$ cat src/rtl/mpsoc_dbg_or1k_burst_ctrl_if.sv
// mpsoc_dbg_or1k_burst_ctrl_if: command, write/read stream and BIU handshake bundle for the burst controller.
// Signal suffixes are from the controller's point of view; master = controller, slave = its environment.
interface mpsoc_dbg_or1k_burst_ctrl_if #(
    parameter int CPU_ADDR_WIDTH = 32,
    parameter int CPU_DATA_WIDTH = 32,
    parameter int COUNT_WIDTH    = 16
);
    logic                      cmd_valid_i;
    logic                      cmd_ready_o;
    logic [3:0]                cmd_cpu_i;
    logic [CPU_ADDR_WIDTH-1:0] cmd_addr_i;
    logic [COUNT_WIDTH-1:0]    cmd_count_i;
    logic                      cmd_rd_wrn_i;
    logic                      wr_valid_i;
    logic                      wr_ready_o;
    logic [CPU_DATA_WIDTH-1:0] wr_data_i;
    logic                      rd_valid_o;
    logic                      rd_ready_i;
    logic [CPU_DATA_WIDTH-1:0] rd_data_o;
    logic [3:0]                biu_cpu_select_o;
    logic [CPU_ADDR_WIDTH-1:0] biu_addr_o;
    logic [CPU_DATA_WIDTH-1:0] biu_data_o;
    logic                      biu_rd_wrn_o;
    logic                      biu_strobe_o;
    logic [CPU_DATA_WIDTH-1:0] biu_data_i;
    logic                      biu_rdy_i;
    logic                      busy_o;
    logic                      done_o;
    logic                      err_o;

    modport master (
        input  cmd_valid_i, cmd_cpu_i, cmd_addr_i, cmd_count_i, cmd_rd_wrn_i,
        input  wr_valid_i, wr_data_i, rd_ready_i, biu_data_i, biu_rdy_i,
        output cmd_ready_o, wr_ready_o, rd_valid_o, rd_data_o,
        output biu_cpu_select_o, biu_addr_o, biu_data_o, biu_rd_wrn_o, biu_strobe_o,
        output busy_o, done_o, err_o
    );

    modport slave (
        output cmd_valid_i, cmd_cpu_i, cmd_addr_i, cmd_count_i, cmd_rd_wrn_i,
        output wr_valid_i, wr_data_i, rd_ready_i, biu_data_i, biu_rdy_i,
        input  cmd_ready_o, wr_ready_o, rd_valid_o, rd_data_o,
        input  biu_cpu_select_o, biu_addr_o, biu_data_o, biu_rd_wrn_o, biu_strobe_o,
        input  busy_o, done_o, err_o
    );
endinterface

$ cat src/rtl/mpsoc_dbg_or1k_burst_ctrl.sv
// mpsoc_dbg_or1k_burst_ctrl: TCK-domain sequencer turning one burst command into N single-word BIU SPR accesses.
// Optional abort input is enabled by defining MPSOC_DBG_BURST_ABORT_EN.
module mpsoc_dbg_or1k_burst_ctrl #(
    parameter int X              = 2,
    parameter int Y              = 2,
    parameter int Z              = 2,
    parameter int CORES_PER_TILE = 1,
    parameter int CPU_ADDR_WIDTH = 32,
    parameter int CPU_DATA_WIDTH = 32,
    parameter int COUNT_WIDTH    = 16,
    parameter int ADDR_STRIDE    = 1
) (
    input logic tck_i,
    input logic tlr_i,
`ifdef MPSOC_DBG_BURST_ABORT_EN
    input logic abort_i,
`endif
    mpsoc_dbg_or1k_burst_ctrl_if.master bus
);
    localparam int NUM_CPU = X * Y * Z * CORES_PER_TILE;

    typedef enum logic [2:0] {S_IDLE, S_FETCH, S_ISSUE, S_WAIT, S_DRAIN, S_NEXT} state_t;

    state_t                    state_q, state_d;
    logic [3:0]                cpu_q, cpu_d;
    logic [CPU_ADDR_WIDTH-1:0] addr_q, addr_d;
    logic [COUNT_WIDTH-1:0]    rem_q, rem_d;
    logic [CPU_DATA_WIDTH-1:0] wdata_q, wdata_d;
    logic [CPU_DATA_WIDTH-1:0] rdata_q, rdata_d;
    logic                      rd_wrn_q, rd_wrn_d;
    logic                      abort_q, abort_d;
    logic                      done_q, done_d;
    logic                      err_q, err_d;
    logic                      abort_w;
    logic                      bad_cpu;

`ifdef MPSOC_DBG_BURST_ABORT_EN
    assign abort_w = abort_i;
`else
    assign abort_w = 1'b0;
`endif

    assign bad_cpu = {28'd0, bus.cmd_cpu_i} >= 32'(NUM_CPU);

    always_ff @(posedge tck_i or posedge tlr_i) begin
        if (tlr_i) begin
            state_q  <= S_IDLE;
            cpu_q    <= '0;
            addr_q   <= '0;
            rem_q    <= '0;
            wdata_q  <= '0;
            rdata_q  <= '0;
            rd_wrn_q <= 1'b0;
            abort_q  <= 1'b0;
            done_q   <= 1'b0;
            err_q    <= 1'b0;
        end else begin
            state_q  <= state_d;
            cpu_q    <= cpu_d;
            addr_q   <= addr_d;
            rem_q    <= rem_d;
            wdata_q  <= wdata_d;
            rdata_q  <= rdata_d;
            rd_wrn_q <= rd_wrn_d;
            abort_q  <= abort_d;
            done_q   <= done_d;
            err_q    <= err_d;
        end
    end

    // done/err are registered, so every completion pulse lands one cycle after the deciding state
    always_comb begin
        state_d  = state_q;
        cpu_d    = cpu_q;
        addr_d   = addr_q;
        rem_d    = rem_q;
        wdata_d  = wdata_q;
        rdata_d  = rdata_q;
        rd_wrn_d = rd_wrn_q;
        abort_d  = abort_q;
        done_d   = 1'b0;
        err_d    = 1'b0;
        case (state_q)
            S_IDLE: begin
                abort_d = 1'b0;
                if (bus.cmd_valid_i) begin
                    cpu_d    = bus.cmd_cpu_i;
                    addr_d   = bus.cmd_addr_i;
                    rem_d    = bus.cmd_count_i;
                    rd_wrn_d = bus.cmd_rd_wrn_i;
                    if (bad_cpu) begin
                        done_d = 1'b1;
                        err_d  = 1'b1;
                    end else if (bus.cmd_count_i == '0) begin
                        done_d = 1'b1;
                    end else begin
                        state_d = bus.cmd_rd_wrn_i ? S_ISSUE : S_FETCH;
                    end
                end
            end
            S_FETCH: begin
                if (abort_w) begin
                    state_d = S_IDLE;
                    done_d  = 1'b1;
                    err_d   = 1'b1;
                end else if (bus.wr_valid_i) begin
                    wdata_d = bus.wr_data_i;
                    state_d = S_ISSUE;
                end
            end
            S_ISSUE: begin
                abort_d = abort_q | abort_w;
                state_d = bus.biu_rdy_i ? S_WAIT : S_ISSUE;
            end
            S_WAIT: begin
                abort_d = abort_q | abort_w;
                // an aborted access still runs to its BIU acknowledge; its read data is dropped
                if (bus.biu_rdy_i) begin
                    if (abort_q | abort_w) begin
                        state_d = S_IDLE;
                        done_d  = 1'b1;
                        err_d   = 1'b1;
                    end else if (rd_wrn_q) begin
                        rdata_d = bus.biu_data_i;
                        state_d = S_DRAIN;
                    end else begin
                        state_d = S_NEXT;
                    end
                end
            end
            S_DRAIN: begin
                if (abort_w) begin
                    state_d = S_IDLE;
                    done_d  = 1'b1;
                    err_d   = 1'b1;
                end else if (bus.rd_ready_i) begin
                    state_d = S_NEXT;
                end
            end
            S_NEXT: begin
                if (abort_w) begin
                    state_d = S_IDLE;
                    done_d  = 1'b1;
                    err_d   = 1'b1;
                end else begin
                    addr_d = addr_q + CPU_ADDR_WIDTH'(ADDR_STRIDE);
                    rem_d  = rem_q - COUNT_WIDTH'(1);
                    if (rem_q == COUNT_WIDTH'(1)) begin
                        state_d = S_IDLE;
                        done_d  = 1'b1;
                    end else begin
                        state_d = rd_wrn_q ? S_ISSUE : S_FETCH;
                    end
                end
            end
            default: state_d = S_IDLE;
        endcase
    end

    assign bus.cmd_ready_o      = state_q == S_IDLE;
    assign bus.wr_ready_o       = state_q == S_FETCH;
    assign bus.rd_valid_o       = state_q == S_DRAIN;
    assign bus.rd_data_o        = rdata_q;
    assign bus.biu_strobe_o     = (state_q == S_ISSUE) && bus.biu_rdy_i;
    assign bus.biu_cpu_select_o = cpu_q;
    assign bus.biu_addr_o       = addr_q;
    assign bus.biu_data_o       = wdata_q;
    assign bus.biu_rd_wrn_o     = rd_wrn_q;
    assign bus.busy_o           = state_q != S_IDLE;
    assign bus.done_o           = done_q;
    assign bus.err_o            = err_q;
endmodule

$ cat src/flat_wrapper.sv
// flat-port wrapper written by rule: the top's interface ports become plain ports
module mpsoc_dbg_or1k_burst_ctrl_flat 
#(
    parameter int X              = 2,
    parameter int Y              = 2,
    parameter int Z              = 2,
    parameter int CORES_PER_TILE = 1,
    parameter int CPU_ADDR_WIDTH = 32,
    parameter int CPU_DATA_WIDTH = 32,
    parameter int COUNT_WIDTH    = 16,
    parameter int ADDR_STRIDE    = 1
)
  (tck_i, tlr_i, bus_cmd_valid_i, bus_cmd_cpu_i, bus_cmd_addr_i, bus_cmd_count_i, bus_cmd_rd_wrn_i, bus_wr_valid_i, bus_wr_data_i, bus_rd_ready_i, bus_biu_data_i, bus_biu_rdy_i, bus_cmd_ready_o, bus_wr_ready_o, bus_rd_valid_o, bus_rd_data_o, bus_biu_cpu_select_o, bus_biu_addr_o, bus_biu_data_o, bus_biu_rd_wrn_o, bus_biu_strobe_o, bus_busy_o, bus_done_o, bus_err_o);
  mpsoc_dbg_or1k_burst_ctrl_if #(.CPU_ADDR_WIDTH(CPU_ADDR_WIDTH), .CPU_DATA_WIDTH(CPU_DATA_WIDTH), .COUNT_WIDTH(COUNT_WIDTH)) bus_i ();
  input logic tck_i;
  input logic tlr_i;
  input wire logic [$bits(bus_i.cmd_valid_i)-1:0] bus_cmd_valid_i;
  input wire logic [$bits(bus_i.cmd_cpu_i)-1:0] bus_cmd_cpu_i;
  input wire logic [$bits(bus_i.cmd_addr_i)-1:0] bus_cmd_addr_i;
  input wire logic [$bits(bus_i.cmd_count_i)-1:0] bus_cmd_count_i;
  input wire logic [$bits(bus_i.cmd_rd_wrn_i)-1:0] bus_cmd_rd_wrn_i;
  input wire logic [$bits(bus_i.wr_valid_i)-1:0] bus_wr_valid_i;
  input wire logic [$bits(bus_i.wr_data_i)-1:0] bus_wr_data_i;
  input wire logic [$bits(bus_i.rd_ready_i)-1:0] bus_rd_ready_i;
  input wire logic [$bits(bus_i.biu_data_i)-1:0] bus_biu_data_i;
  input wire logic [$bits(bus_i.biu_rdy_i)-1:0] bus_biu_rdy_i;
  output wire logic [$bits(bus_i.cmd_ready_o)-1:0] bus_cmd_ready_o;
  output wire logic [$bits(bus_i.wr_ready_o)-1:0] bus_wr_ready_o;
  output wire logic [$bits(bus_i.rd_valid_o)-1:0] bus_rd_valid_o;
  output wire logic [$bits(bus_i.rd_data_o)-1:0] bus_rd_data_o;
  output wire logic [$bits(bus_i.biu_cpu_select_o)-1:0] bus_biu_cpu_select_o;
  output wire logic [$bits(bus_i.biu_addr_o)-1:0] bus_biu_addr_o;
  output wire logic [$bits(bus_i.biu_data_o)-1:0] bus_biu_data_o;
  output wire logic [$bits(bus_i.biu_rd_wrn_o)-1:0] bus_biu_rd_wrn_o;
  output wire logic [$bits(bus_i.biu_strobe_o)-1:0] bus_biu_strobe_o;
  output wire logic [$bits(bus_i.busy_o)-1:0] bus_busy_o;
  output wire logic [$bits(bus_i.done_o)-1:0] bus_done_o;
  output wire logic [$bits(bus_i.err_o)-1:0] bus_err_o;
  assign bus_i.cmd_valid_i = bus_cmd_valid_i;
  assign bus_i.cmd_cpu_i = bus_cmd_cpu_i;
  assign bus_i.cmd_addr_i = bus_cmd_addr_i;
  assign bus_i.cmd_count_i = bus_cmd_count_i;
  assign bus_i.cmd_rd_wrn_i = bus_cmd_rd_wrn_i;
  assign bus_i.wr_valid_i = bus_wr_valid_i;
  assign bus_i.wr_data_i = bus_wr_data_i;
  assign bus_i.rd_ready_i = bus_rd_ready_i;
  assign bus_i.biu_data_i = bus_biu_data_i;
  assign bus_i.biu_rdy_i = bus_biu_rdy_i;
  assign bus_cmd_ready_o = bus_i.cmd_ready_o;
  assign bus_wr_ready_o = bus_i.wr_ready_o;
  assign bus_rd_valid_o = bus_i.rd_valid_o;
  assign bus_rd_data_o = bus_i.rd_data_o;
  assign bus_biu_cpu_select_o = bus_i.biu_cpu_select_o;
  assign bus_biu_addr_o = bus_i.biu_addr_o;
  assign bus_biu_data_o = bus_i.biu_data_o;
  assign bus_biu_rd_wrn_o = bus_i.biu_rd_wrn_o;
  assign bus_biu_strobe_o = bus_i.biu_strobe_o;
  assign bus_busy_o = bus_i.busy_o;
  assign bus_done_o = bus_i.done_o;
  assign bus_err_o = bus_i.err_o;
  mpsoc_dbg_or1k_burst_ctrl #(.X(X), .Y(Y), .Z(Z), .CORES_PER_TILE(CORES_PER_TILE), .CPU_ADDR_WIDTH(CPU_ADDR_WIDTH), .CPU_DATA_WIDTH(CPU_DATA_WIDTH), .COUNT_WIDTH(COUNT_WIDTH), .ADDR_STRIDE(ADDR_STRIDE)) u_core (.tck_i(tck_i), .tlr_i(tlr_i), .bus(bus_i));
endmodule
$ cat config.mk
export PLATFORM = sky130hd
export DESIGN_NAME = mpsoc_dbg_or1k_burst_ctrl_flat
export DESIGN_NICKNAME = d
export VERILOG_FILES = /design/src/rtl/mpsoc_dbg_or1k_burst_ctrl_if.sv /design/src/rtl/mpsoc_dbg_or1k_burst_ctrl.sv /design/src/flat_wrapper.sv
export SDC_FILE = /design/constraint.sdc
export NUM_CORES = 1
export LEC_CHECK = 0
export BUFFER_PORTS_ARGS = -buffer_cell sky130_fd_sc_hd__buf_2
export CORE_MARGIN = 4
export CORE_UTILIZATION = 44
export DETAILED_ROUTE_END_ITERATION = 7
export HOLD_SLACK_MARGIN = 0.08
export PLACE_DENSITY = 0.77
export SYNTH_ARGS = -nofsm -noshare
export SYNTH_HDL_FRONTEND = slang
export SYNTH_SLANG_ARGS = --single-unit
export TNS_END_PERCENT = 100
$ cat constraint.sdc
create_clock -name tck_i -period 3.89 [get_ports tck_i]
set_input_delay 0.778 -clock tck_i [delete_from_list [all_inputs] [get_ports tck_i]]
set_output_delay 0.778 -clock tck_i [all_outputs]
set_load 0.1 [all_outputs]
==> metrics.md <==
| Metric | Value |
|---|---|
| Hold crit path type | reg -> reg |
| DRC | 0 |
| F_max | approximately 370 MHz |
| Post-CTS Hold Buffers | 0 |
| Largest net degree at the start of global routing | 72 |
| Final Hold Viols | 0 |
| Post-CTS Resized | 0 |
| CP required | around 3.1 ns |
| Vias | 5282 |
| Most frequent cells in the layout | buf_2 (230), dfrtp_1 (122), mux2_2 (63), nand2_1 (47), nor2_1 (32) |
| Avg Cell Area, Syn | 11.3 µm² |
| CP endpoint kind | primary output |
| Setup Buffers After CTS | 0 |
| Compound-Gate Fraction of Synth Area | 0.138 |
| Row count | about 40 |
| Post-DP HPWL | ~13 mm |
| Buffers on Ports | 230 |
| Number of synthesized flops with an enable pin | 0 |
| Placer congestion estimate | about 0.9 |
| Avg WL per Cell | between 15 and 20 µm |
| Setup tns final | 0 ns |
| Period minus WS final | about 2.7 ns |
| Clock buffer depth | 2 |
| Status | completed |
| Crit path max fanout | 13 |
| Tcrit/Tclk final | 0.704 |
| Final #Nets | about 870 |
| Max cap viols | 0 |
| Final Setup Violations | 0 |
| Number of synthesized register bits | roughly 120 |
| Sequential element share of the synthesized area | 0.529 |
| DRT Wirelength | 17.1 mm |
| Die height | 122 µm |
| Vias per Instance | between 5 and 6 |
| Critical Path AT | between 1.5 and 2 ns |
| Synth Area in Adders | 0.00651 |
| Area of the core | 12700 µm² |
| Syn nets | 637 |
| Starting Density | 0.453 |
| Most common cell after layout, fill and taps aside | buf_2 |
| Fraction of layout cells with a size suffix above 1 | 0.462 |
| Initial antenna violation count | 2 |
| Max-slew violation count | 0 |
| Rel. slew slack | 0.270 |
| Clock slew at reported path FFs | 0.06 ns |
| Core Util, Final | 0.613 |
| Largest family of logic cells by synthesized area | simple AND/OR/NAND/NOR gates |
| Cell variety after synth | just under 60 |
| First-pass GRT wire length | roughly 27 mm |
| Detailed Routing Iterations Pass 1 | 4 |
| Cell Area, Synth | 5770 µm² |
| Clk_skew | about 0.0057 ns |
| Post-Synth XOR/XNOR Area | 0 |
| RSZ-0062 raised after global routing | false |
| # clock sinks | around 120 |
| Clk root buf | clkbuf_16 |
| Syn-to-layout area delta | 35.3% |
| Clock Latency Late Sink | around 0.41 ns |
| Total CTS buffers | 17 |
| Synthesis Warnings | 0 |
| Starting DRC count in detailed routing | about 370 |
| Top Ports | ~230 |
| Synthesized-area fraction occupied by and/or/nand/nor cells | 0.171 |
| Full die area | about 15000 µm² |
| Final ANT Viol Nets | 0 |
| Critical path launch point type | flop |
| Post-synthesis mux area share | 0.128 |
| Crit path kind | reg -> out |
| Most used DFF post-synth | dfrtp_1 |
| H-tree levels | 4 |
| Worst-Margin Slew | roughly 1.1 ns |
| Vias in the first global route | approximately 5300 |
| Asr flop ratio synth | 1.00 |
| Tot GR Track Use | 0.228 |
| Post-Syn Instances | between 500 and 600 |
| Die X | about 120 µm |
| Global route overflow | 0 |
| TritonCTS clock tree | yes |
==> sequential cells by signal (all words and copies together), names as in the netlist <==
register and cells:
u_core.rem_q 16, u_core.bus.biu_rd_wrn_o 1, u_core.bus.biu_addr_o 32, u_core.bus.err_o 1, u_core.bus.rd_data_o 32, u_core.state_q 3, u_core.bus.biu_cpu_select_o 4, u_core.bus.biu_data_o 32
u_core.bus.done_o 1
==> layer usage <==
layer,global-route usage,part of all wire,vias up,routed length (µm)
met5,0,0.0012,-,20
met4,0.101,0.027,2,454
met3,0.0659,0.096,35,1640
met2,0.383,0.49,272,8460
met1,0.272,0.38,2558,6540
li1,-,-,2415,-
==> cells in the mapped netlist, types with 4 or more instances <==
cell | n | share of area
and3_1 | 5 | 0.0054
inv_1 | 9 | 0.0059
nand2_1 | 47 | 0.031
nand2b_1 | 4 | 0.0043
nand4_1 | 9 | 0.0098
or4_1 | 5 | 0.0065
o22ai_1 | 5 | 0.0054
nor4_2 | 4 | 0.0087
o21ai_0 | 9 | 0.0078
a31oi_1 | 5 | 0.0054
buf_1 | 4 | 0.0026
nand3_1 | 20 | 0.017
nor2_1 | 32 | 0.021
mux2_2 | 63 | 0.12
a221o_1 | 4 | 0.0069
a21oi_1 | 12 | 0.010
o211ai_1 | 16 | 0.021
nor4_1 | 11 | 0.012
nor3_1 | 12 | 0.010
clkbuf_1 | 8 | 0.0052
a211oi_1 | 11 | 0.014
dfrtp_1 | 122 | 0.53
o311ai_0 | 8 | 0.012
and4_1 | 6 | 0.0091
buf_2 | 15 | 0.013
a311oi_1 | 8 | 0.012
==> cells by family (layout without fill, tap and decap cells) <==
kind of cell	after synthesis	after routing
simple gates	178	178
buf+inv	36	279
other cells	0	1
fa+ha+maj	3	3
mux	66	66
compound gates	106	106
flops	122	122
==> area by class of cell <==
class | instances | area [µm²]
fill | 1066 | 4920
sequential | 122 | 3050
multi-input combinational | 353 | 2570
timing repair buffer | 238 | 1220
clock buffer | 21 | 460
clock inverter | 11 | 240
tap | 172 | 215
inverter | 9 | 37.5
antenna | 1 | 2.50
==> stage by stage <==
step	instance area (µm²)	std cells	worst slack, ns	hold slack [ns]
after floorplan	5770	511	0.221	0.492
after global placement	7100	894	1.24	0.458
after detailed placement	7100	894	1.19	0.465
after CTS	7800	926	1.13	0.480
after global routing	7800	927	1.02	0.502
final	7800	927	1.15	0.474
==> worst max-delay path, stage by stage, from the launching register on <==
cell and delay (ns):
dfrtp_1 0.58, inv_1 0.18, nor3_1 0.29, buf_2 0.49
==> worst paths after layout <==
check	from	cells after the start	end	slack (ns)
max in group asynchronous	tlr_i	3	u_core.bus.rd_data_o[19]$_DFFE_PP0P_	2.60
worst min register to register	u_core.bus.biu_cpu_select_o[0]$_DFFE_PP0P_	2	u_core.bus.biu_cpu_select_o[0]$_DFFE_PP0P_	0.47
worst max-delay path	u_core.state_q[2]$_DFFE_PP0P_	3	bus_rd_valid_o	1.15
worst min-delay path	u_core.bus.biu_cpu_select_o[0]$_DFFE_PP0P_	2	u_core.bus.biu_cpu_select_o[0]$_DFFE_PP0P_	0.47
worst max register to register	u_core.state_q[0]$_DFFE_PP0P_	5	u_core.rem_q[6]$_DFFE_PP0P_	1.39
min in group asynchronous	tlr_i	2	u_core.bus.rd_data_o[4]$_DFFE_PP0P_	0.48
Power is left out: the tool's default activity adds up to more than one toggle a clock period on the data nets, which glitch-free logic cannot reach.
